File: src/rtl/palin_pkg.sv
// Shared types and constants for the palindrome stream detector.
package palin_pkg;

    // Frame life-cycle: collect symbols, compare mirrored pairs, present verdict.
    typedef enum logic [1:0] {
        LOAD   = 2'd0,
        CHECK  = 2'd1,
        RESULT = 2'd2
    } state_e;

    // Compare flavours selected by the mode input.
    localparam logic MODE_SYM = 1'b0;  // symbol-order palindrome
    localparam logic MODE_BIT = 1'b1;  // whole bit-string palindrome

endpackage : palin_pkg

File: src/rtl/palin_sym_cmp.sv
// Combinational pair comparator: a == b (symbol mode) or a == bitrev(b)
// (bit mode). A middle symbol is compared against itself, which gives the
// required behaviour in both modes without special casing.
module palin_sym_cmp
    import palin_pkg::*;
#(
    parameter int SYM_W = 8
) (
    input  logic             mode,
    input  logic [SYM_W-1:0] sym_a,
    input  logic [SYM_W-1:0] sym_b,
    output logic             match
);

    logic [SYM_W-1:0] rev_b_s;

    // Bit-reverse the mirrored symbol and select the compare for the mode.
    always_comb begin
        rev_b_s = {SYM_W{1'b0}};
        for (int i = 0; i < SYM_W; i++) begin
            rev_b_s[i] = sym_b[SYM_W-1-i];
        end
        if (mode == MODE_BIT) begin
            match = (sym_a == rev_b_s);
        end else begin
            match = (sym_a == sym_b);
        end
    end

endmodule : palin_sym_cmp

File: src/rtl/palin_stream_detector.sv
// Palindrome stream detector: buffers a frame of up to MAX_LEN symbols, then
// compares mirrored pairs one per cycle and presents a verdict.
// Optional macro PALIN_EARLY_EXIT_EN: leave CHECK on the first mismatch.
// Without it CHECK always lasts ceil(len/2) cycles (data-independent latency).
module palin_stream_detector
    import palin_pkg::*;
#(
    parameter int SYM_W   = 8,
    parameter int MAX_LEN = 16
) (
    input  logic                         clk,
    input  logic                         rst,
    input  logic                         in_valid,
    output logic                         in_ready,
    input  logic [SYM_W-1:0]             in_data,
    input  logic                         in_last,
    input  logic                         mode,
    output logic                         out_valid,
    input  logic                         out_ready,
    output logic                         is_palindrome,
    output logic                         overflow,
    output logic [$clog2(MAX_LEN+1)-1:0] frame_len
);

    localparam int LEN_W = $clog2(MAX_LEN + 1);
    localparam int IDX_W = $clog2(MAX_LEN);
    localparam logic [LEN_W-1:0] LEN_MAX = LEN_W'(MAX_LEN);

    state_e             state_q, state_d;
    logic [LEN_W-1:0]   len_q, len_d;
    logic               ovf_q, ovf_d;
    logic               mode_q, mode_d;
    logic [IDX_W-1:0]   k_q, k_d;          // low index of current pair
    logic [IDX_W-1:0]   hi_q, hi_d;        // mirrored index of current pair
    logic               match_q, match_d;  // all pairs so far matched
    logic               is_pal_q, is_pal_d;
    logic               ovf_out_q, ovf_out_d;
    logic [LEN_W-1:0]   frame_len_q, frame_len_d;

    logic [SYM_W-1:0]   buf_q [MAX_LEN];
    logic               wr_en_s;
    logic [IDX_W-1:0]   wr_idx_s;
    logic               pair_eq_s;
    logic [IDX_W:0]     k_inc_s;
    logic               last_iter_s;

    assign wr_idx_s    = len_q[IDX_W-1:0];
    assign k_inc_s     = {1'b0, k_q} + {{IDX_W{1'b0}}, 1'b1};
    // Final pair reached once the two indices meet or become adjacent.
    assign last_iter_s = (k_inc_s >= {1'b0, hi_q});

    palin_sym_cmp #(
        .SYM_W (SYM_W)
    ) u_cmp (
        .mode  (mode_q),
        .sym_a (buf_q[k_q]),
        .sym_b (buf_q[hi_q]),
        .match (pair_eq_s)
    );

    // Frame buffer storage; contents are don't-care after reset.
    always_ff @(posedge clk) begin
        if (wr_en_s) begin
            buf_q[wr_idx_s] <= in_data;
        end
    end

    // Control and result registers.
    always_ff @(posedge clk or posedge rst) begin
        if (rst) begin
            state_q     <= LOAD;
            len_q       <= {LEN_W{1'b0}};
            ovf_q       <= 1'b0;
            mode_q      <= MODE_SYM;
            k_q         <= {IDX_W{1'b0}};
            hi_q        <= {IDX_W{1'b0}};
            match_q     <= 1'b0;
            is_pal_q    <= 1'b0;
            ovf_out_q   <= 1'b0;
            frame_len_q <= {LEN_W{1'b0}};
        end else begin
            state_q     <= state_d;
            len_q       <= len_d;
            ovf_q       <= ovf_d;
            mode_q      <= mode_d;
            k_q         <= k_d;
            hi_q        <= hi_d;
            match_q     <= match_d;
            is_pal_q    <= is_pal_d;
            ovf_out_q   <= ovf_out_d;
            frame_len_q <= frame_len_d;
        end
    end

    // Next-state logic: accept symbols, walk mirrored pairs, hand off verdict.
    always_comb begin
        state_d     = state_q;
        len_d       = len_q;
        ovf_d       = ovf_q;
        mode_d      = mode_q;
        k_d         = k_q;
        hi_d        = hi_q;
        match_d     = match_q;
        is_pal_d    = is_pal_q;
        ovf_out_d   = ovf_out_q;
        frame_len_d = frame_len_q;
        wr_en_s     = 1'b0;

        case (state_q)
            LOAD: begin
                if (in_valid) begin
                    // Mode is latched with the first symbol of the frame.
                    if (len_q == {LEN_W{1'b0}}) begin
                        mode_d = mode;
                    end else begin
                        mode_d = mode_q;
                    end
                    if (len_q < LEN_MAX) begin
                        wr_en_s = 1'b1;
                        len_d   = len_q + LEN_W'(1);
                    end else if (!in_last) begin
                        ovf_d = 1'b1;
                    end else begin
                        ovf_d = ovf_q;
                    end
                    if (in_last) begin
                        if (ovf_q || (len_q == LEN_MAX)) begin
                            state_d     = RESULT;
                            is_pal_d    = 1'b0;
                            ovf_out_d   = 1'b1;
                            frame_len_d = LEN_MAX;
                        end else begin
                            state_d = CHECK;
                            k_d     = {IDX_W{1'b0}};
                            hi_d    = wr_idx_s;
                            match_d = 1'b1;
                        end
                    end else begin
                        state_d = LOAD;
                    end
                end else begin
                    state_d = LOAD;
                end
            end

            CHECK: begin
                match_d = match_q & pair_eq_s;
                k_d     = k_q + IDX_W'(1);
                hi_d    = hi_q - IDX_W'(1);
                if (last_iter_s) begin
                    state_d     = RESULT;
                    is_pal_d    = match_q & pair_eq_s;
                    ovf_out_d   = 1'b0;
                    frame_len_d = len_q;
`ifdef PALIN_EARLY_EXIT_EN
                end else if (!pair_eq_s) begin
                    state_d     = RESULT;
                    is_pal_d    = 1'b0;
                    ovf_out_d   = 1'b0;
                    frame_len_d = len_q;
`endif
                end else begin
                    state_d = CHECK;
                end
            end

            RESULT: begin
                if (out_ready) begin
                    state_d = LOAD;
                    len_d   = {LEN_W{1'b0}};
                    ovf_d   = 1'b0;
                end else begin
                    state_d = RESULT;
                end
            end

            default: begin
                state_d = LOAD;
                len_d   = {LEN_W{1'b0}};
                ovf_d   = 1'b0;
            end
        endcase
    end

    // Handshake flags decode straight from the state register, so they are
    // glitch-free and mutually exclusive by construction.
    assign in_ready      = (state_q == LOAD);
    assign out_valid     = (state_q == RESULT);
    assign is_palindrome = is_pal_q;
    assign overflow      = ovf_out_q;
    assign frame_len     = frame_len_q;

endmodule : palin_stream_detector

File: config.mk
export PLATFORM = sky130hd
export DESIGN_NAME = palin_stream_detector
export DESIGN_NICKNAME = d
export VERILOG_FILES = /design/src/rtl/palin_pkg.sv /design/src/rtl/palin_sym_cmp.sv /design/src/rtl/palin_stream_detector.sv
export SDC_FILE = /design/constraint.sdc
export NUM_CORES = 1
export LEC_CHECK = 0
export ABC_CLOCK_PERIOD_IN_PS = 2600
export CAP_MARGIN = 10
export CORE_MARGIN = 1.5
export CORE_UTILIZATION = 56
export CTS_CLUSTER_SIZE = 12
export DETAILED_ROUTE_END_ITERATION = 10
export PLACE_DENSITY = 0.77
export SLEW_MARGIN = 20
export SYNTH_ARGS = -nofsm -noshare
export SYNTH_HDL_FRONTEND = slang
export SYNTH_SLANG_ARGS = --single-unit
File: constraint.sdc
create_clock -name clk -period 2.6 [get_ports clk]
set_input_delay 0.52 -clock clk [delete_from_list [all_inputs] [get_ports clk]]
set_output_delay 0.52 -clock clk [all_outputs]
set_load 0.005 [all_outputs]
== Yosys cells after proc, flatten, opt, wreduce, memory -nomap -nowiden ==
Memory sizes are Yosys's and may differ from the RTL's.
Cells that the tools add are included.
Widths: inputs -> output; s select.

* Reduce and logical (&&, ||, !) cells: 9
* Multiplexer cells: 48
* Order comparisons: 2
* Bitwise operators: 2
* Equality and inequality tests: 14
* $add $sub $neg: 4

{| class="wikitable"
|+ Operators by type and width
! kind !! number
|-
| $mux 5 || 7
|-
| $mux 4 || 6
|-
| $mux 1 || 21
|-
| $eq 8x8->1 || 2
|-
| $pmux 4 s2 || 2
|-
| $pmux 5 s3 || 1
|-
| $mux 2 || 5
|-
| $ne 2x2->1 const B || 5
|-
| $pmux 5 s2 || 1
|-
| $reduce_and 5->1 || 2
|-
| $ne 2x1->1 const B || 4
|-
| $reduce_and 4->1 || 2
|-
| $pmux 1 s2 || 3
|-
| $pmux 2 s3 || 1
|-
| $add 4x1->5 const B || 1
|-
| $add 5x1->5 const B || 1
|-
| $eq 5x5->1 const B || 1
|-
| $ge 5x4->1 || 1
|-
| $logic_not 5->1 || 1
|-
| $lt 5x5->1 const B || 1
|-
| $add 4x1->4 const B || 1
|-
| $sub 4x1->4 const B || 1
|-
| $pmux 1 s3 || 1
|-
| $reduce_and 3->1 || 1
|-
| other kinds (7) || 7
|}

* Memory bits (writable): 128
* Memories kept: 1
* Register bits: 25
* Input port bits: 14

{| class="wikitable"
|+ Memories
! name !! words !! width !! read ports !! clocked after memory_dff !! wr ports !! RTL line !! source
|-
| buf_q || 16 || 8 || 2 || 0 || 1 || palin_stream_detector.sv:40 || <nowiki>logic [SYM_W-1:0] buf_q [MAX_LEN];</nowiki>
|}

== Depth between registers and ports, before layout ==
* Word-level depth: 6
* Depth in mapped cells: 11
* Mapped depth without buffers: 9

== Modules after synthesis ==
Synthesis repeated with hierarchy kept, for this count alone.

* Cells, all modules: 481
* Area total of the unflattened synthesis: 7505.9 sq um

{| class="wikitable"
|+ Modules (own cells, without submodules)
! module !! cells an instance !! area each (sq um) !! seq. area each (sq um) !! instances
|-
| palin_stream_detector || 461 || 7328.3 || 4469.3 || 1
|-
| palin_sym_cmp || 20 || 177.7 || 0.0 || 1
|}

== Worst setup path after synthesis ==
No wires, ideal clock.

* Path kind: register to register
* Start: reg k_q[0]
* End: reg is_pal_q (netlist: is_palindrome)
* Buffers on the path: 3
* Path slack: -0.196 ns
* Setup time: 0.076 ns
* Stages on the path, launching flop included: 11
* Data arrival time: 2.720 ns
* Cell sequence: dfrtp_1 buf_2 buf_6 buf_4 mux4_2 nand2_1 nand3_1 or4_1 a21o_1 a211o_1 o21ai_1

* Word-level cells in the longest chain between the ends: 6

{| class="wikitable"
|+ Ends and longest elaborated chain
! what !! RTL line !! source
|-
| start: declaration || palin_stream_detector.sv:33 || <nowiki>logic [IDX_W-1:0] k_q, k_d;</nowiki>
|-
| start signal: assignment || palin_stream_detector.sv:75 || <nowiki>k_q <= {IDX_W{1'b0}};</nowiki>
|-
| start signal: assignment || palin_stream_detector.sv:86 || <nowiki>k_q <= k_d;</nowiki>
|-
| $mem_v2 16x8 || n/a ||
|-
| $eq 8x8->1 (on tied branches) || palin_sym_cmp.sv:26, palin_sym_cmp.sv:24 ||
|-
| $mux 1 || palin_sym_cmp.sv:23 || <nowiki>if (mode == MODE_BIT) begin</nowiki>
|-
| $and 1x1->1 || palin_stream_detector.sv:152 || <nowiki>is_pal_d = match_q & pair_eq_s;</nowiki>
|-
| $mux 1 || palin_stream_detector.sv:150 || <nowiki>if (last_iter_s) begin</nowiki>
|-
| $pmux 1 s2 || palin_stream_detector.sv:109 || <nowiki>case (state_q)</nowiki>
|-
| end signal: assignment || palin_stream_detector.sv:89 || <nowiki>is_pal_q <= is_pal_d;</nowiki>
|-
| end: declaration || palin_stream_detector.sv:36 || <nowiki>logic is_pal_q, is_pal_d;</nowiki>
|}

Several ways; a longest one is shown, not always the timed one. The select of a mux whose other input is x is not followed.
A chain may end at the register's enable or synchronous reset.

== Worst setup path in the final report ==
* Start: reg hi_q[0]
* End: reg is_pal_q (netlist: is_palindrome)

* Word-level cells in the longest chain between the ends: 6

{| class="wikitable"
|+ Ends and longest elaborated chain
! what !! RTL line !! source
|-
| start: declaration || palin_stream_detector.sv:34 || <nowiki>logic [IDX_W-1:0] hi_q, hi_d;</nowiki>
|-
| start signal: assignment || palin_stream_detector.sv:76 || <nowiki>hi_q <= {IDX_W{1'b0}};</nowiki>
|-
| start signal: assignment || palin_stream_detector.sv:87 || <nowiki>hi_q <= hi_d;</nowiki>
|-
| $mem_v2 16x8 || n/a ||
|-
| $eq 8x8->1 (on tied branches) || palin_sym_cmp.sv:26, palin_sym_cmp.sv:24 ||
|-
| $mux 1 || palin_sym_cmp.sv:23 ||
|-
| $and 1x1->1 || palin_stream_detector.sv:152 ||
|-
| $mux 1 || palin_stream_detector.sv:150 ||
|-
| $pmux 1 s2 || palin_stream_detector.sv:109 ||
|}

Several ways; a longest one is shown, not always the timed one. The select of a mux whose other input is x is not followed.

==> out/metrics.cfg <==
[critical_path]
worst-r2r-cell-count=9
cp.arrival_ps=3120
cp_cell_sequence=clkbuf_16 > mux4_2 > mux4_2 > mux2i_1 > xnor2_1 > nor3_1 > nand3_1 > a211o_1 > o21ai_1
crit_path_max_fanout=8
setup.worst_path.end_class=flop
reg2reg_from=hi_q[0]$_DFFE_PP0P_
required_ps=2940
start_kind=flop
path_common_cell=mux4_2
cpLargestDelayFamily=multiplexers
ff2ff_setup_slack_ps=-170
cp_slowest_cell=mux4_2
path_class=reg -> reg
r2r-end=is_palindrome$_DFFE_PP0P_
path_buf_inv=1
critPathMaxStageDelay_ps=510

[placement]
place_area_um2=8297
place_congestion=0.8428
port_buffers=22
post-dp-hpwl_um=12610
post-place-ws_ps=-115.2

[drt]
drt-total-wl_um=18380
route.met2.wl_um=9527
wire_per_inst_um=25.32
via_count=4720
postRouteAntennaNets=0
first_pass_iters=5
wl_met1_um=6832
dr.first_iter.drc_count=415
highest_layer=met4
avgViaCountPerCell=6.501
remaining_drc_errors=0
wl_met3_um=1570

[timing]
rsz0062_at_grt=yes
fin_ws_ps=-174.3
clock.fmax_ghz=0.3605
period_minus_slack_ps=2774
slew_viol_final=0
fin_crit_sh_pct=106.7
hold_viol=0
worstMarginPinSlew_ps=845.8
relSlewSlack_pct=43.55
final-setup-viol-count=2
fin_worst_skew_ps=14.07

[floorplanning]
core_um2=13190
die_width_um=119.1
die_h_um=119.1
rows=42
fp.dieArea_um2=14180
io_pins=23
start_util_pct=57.21

[cts]
ctsHoldBuffers=0
cts_sinks=153
cts-root-buf=clkbuf_16
htree_levels=4
cts.reportedPaths.clkPinSlew_ps=60
worst_skew_pair.late_latency_ps=430
clock_path_buffers=2
cts_buffers=17
cts_tree=yes

[power_and_ir_drop]
swShare_pct=33.34
power.clock.fraction_pct=23.2
pwr_density_cell_nw_per_um2=1140
p_comb_share_pct=44.5
pwr-share-seq_pct=32.3
p_sw_mw=3.404
intPower_mw=6.807
ir_worst_vdd_v=0.0006179
power.leakage_nw=3.102

[yosys]
netlist_area_um2=7546
yosys_warnings=0
syn_nets=497
yosysMostFrequentCell=edfxtp_1
synth_common_cells=edfxtp_1, mux4_2, nand2_1
avgSynthCellArea_um2=15.95
netlist.area_leader.share_pct=50.94
synth_edf_count=128
ys_types=48
yosysSeqAreaShare_pct=59.23
synth_top_cells_by_area=edfxtp_1, mux4_2, dfrtp_1
synth_ff_type=edfxtp_1
synth_top_cell_by_area=edfxtp_1
syn_inst=473
ys_ff_latch=153
ys_async_sr_fraction_pct=16.34

[outcome]
status=finished with violations
violations=setup timing

[min_path]
hold_start=frame_len[4]$_DFFE_PP0P_
holdPathStages=2
hold_path_class=reg -> reg
hold_path_end=frame_len[4]$_DFFE_PP0P_

[global_route]
antenna_found_initial=0
overflow=0
grt_pass1_vias=5012
grt_max_degree=27
grt_pass1_wl_um=28240
grt_util_all_layers_pct=27.68

[layout]
syn2layout_area_growth_pct=18.67
fin_nets=564
final_area_um2=8955
num-fill-cells=869
utilization_pct=67.89
layout-drive-gt1-share_pct=30.18
diodes=0

[flow_run]
maxCapViolations=0

power groups by stage:
stage	sequential [mW]	combinational, mW	clock [mW]
after floorplan	3.16	3.16	0
after global placement	3.30	4.14	0
after detailed placement	3.32	4.28	0
after CTS	3.27	4.32	2.40
after global routing	3.33	4.87	2.49
final	3.29	4.55	2.37
timing repair:
item	in CTS	in global routing
setup endpoints to repair	2	7
gates cloned	0	2
pin swaps	0	2
buffers inserted	0	1
gates resized for setup	0	6
logic make-up after synthesis:
logic type,after synthesis,synth area share [%]
AOI/OAI and AO/OA,62,5.157
muxes,86,23.40
DFF,153,59.23
and+or+nand+nor,116,7.445
buffers and inverters,40,2.421
adders and majority gates,10,1.658
xor gates and xnor gates,6,0.6964
area by class of cell:
cell class | instances | area [um^2] | area share, %
sequential | 153 | 4472 | 49.94
timing repair buffer | 76 | 735.7 | 8.216
inverter | 12 | 45.04 | 0.5030
multi-input combinational | 280 | 2920 | 32.61
clock inverter | 11 | 132.6 | 1.481
clock buffer | 18 | 429.2 | 4.793
tap | 176 | 220.2 | 2.459
layout by cell type, fill, tap and decap left out, types with 3 or more instances in the layout:
master           netlist  final
dfrtp_1               25     23
a21oi_1                9      7
buf_12                 0      6
clkbuf_16              0     19
buf_4                  3     46
xnor2_1                4      4
ha_1                  10     10
o21ai_1                3      3
clkdlybuf4s50_1        0     22
and3_1                 6      4
nand2b_1               4      4
nor3_1                11     11
nand3_1               14     14
a31oi_1                3      3
bufinv_16              0      3
mux2i_1               13     12
clkinv_2               0      4
o21a_1                 3      3
mux4_2                71     71
edfxtp_1             128    128
nand2_1               42     42
a22oi_1                8      8
a221oi_1               4      4
nor2b_1                8      8
inv_1                 10     10
o21ai_0               20     20
o22ai_1                3      3
nor2_1                20     20
layer usage:
metal	vias to the layer above	track usage [%]
met5	-	0
met4	0	12.95
li1	2036	-
met3	42	6.657
met2	213	45.16
met1	2429	35.42
sequential cells by signal, indices dropped and copies added, names as in the netlist:
| signal | cells |
|---|---|
| frame_len | 5 |
| state_q | 2 |
| match_q | 1 |
| hi_q | 4 |
| len_q | 5 |
| is_palindrome | 1 |
| buf_q | 128 |
| k_q | 4 |
| overflow | 1 |
| ovf_q | 1 |
| mode_q | 1 |
worst min-delay path, stage by stage, from the launching register on:
cell	delay [ps]
dfrtp_1	340
mux2i_1	70
nand2_1	60
metrics by stage:
step           total power [mW]  TNS, ps  std cells  hold WS, ps
2_1_floorplan             6.315   -2.544        473        482.0
3_3_place_gp              7.439   -35.69        694        478.3
3_5_place_dp              7.597   -167.6        694        484.8
4_1_cts                   9.988   -218.7        723        500.0
5_1_grt                   10.69   -453.3        726        535.8
6_report                  10.21   -284.4        726        495.3
worst max path at each step:
stage | slack [ps] | to | depth (start not counted) | start
2_1_floorplan | -3 | is_palindrome$_DFFE_PP0P_ | 10 | hi_q[0]$_DFFE_PP0P_
3_3_place_gp | -40 | is_palindrome$_DFFE_PP0P_ | 9 | hi_q[0]$_DFFE_PP0P_
3_5_place_dp | -120 | is_palindrome$_DFFE_PP0P_ | 9 | hi_q[0]$_DFFE_PP0P_
4_1_cts | -140 | is_palindrome$_DFFE_PP0P_ | 9 | hi_q[0]$_DFFE_PP0P_
5_1_grt | -270 | is_palindrome$_DFFE_PP0P_ | 9 | hi_q[0]$_DFFE_PP0P_
6_report | -170 | is_palindrome$_DFFE_PP0P_ | 9 | hi_q[0]$_DFFE_PP0P_
Power figures use the tool's default switching activity.
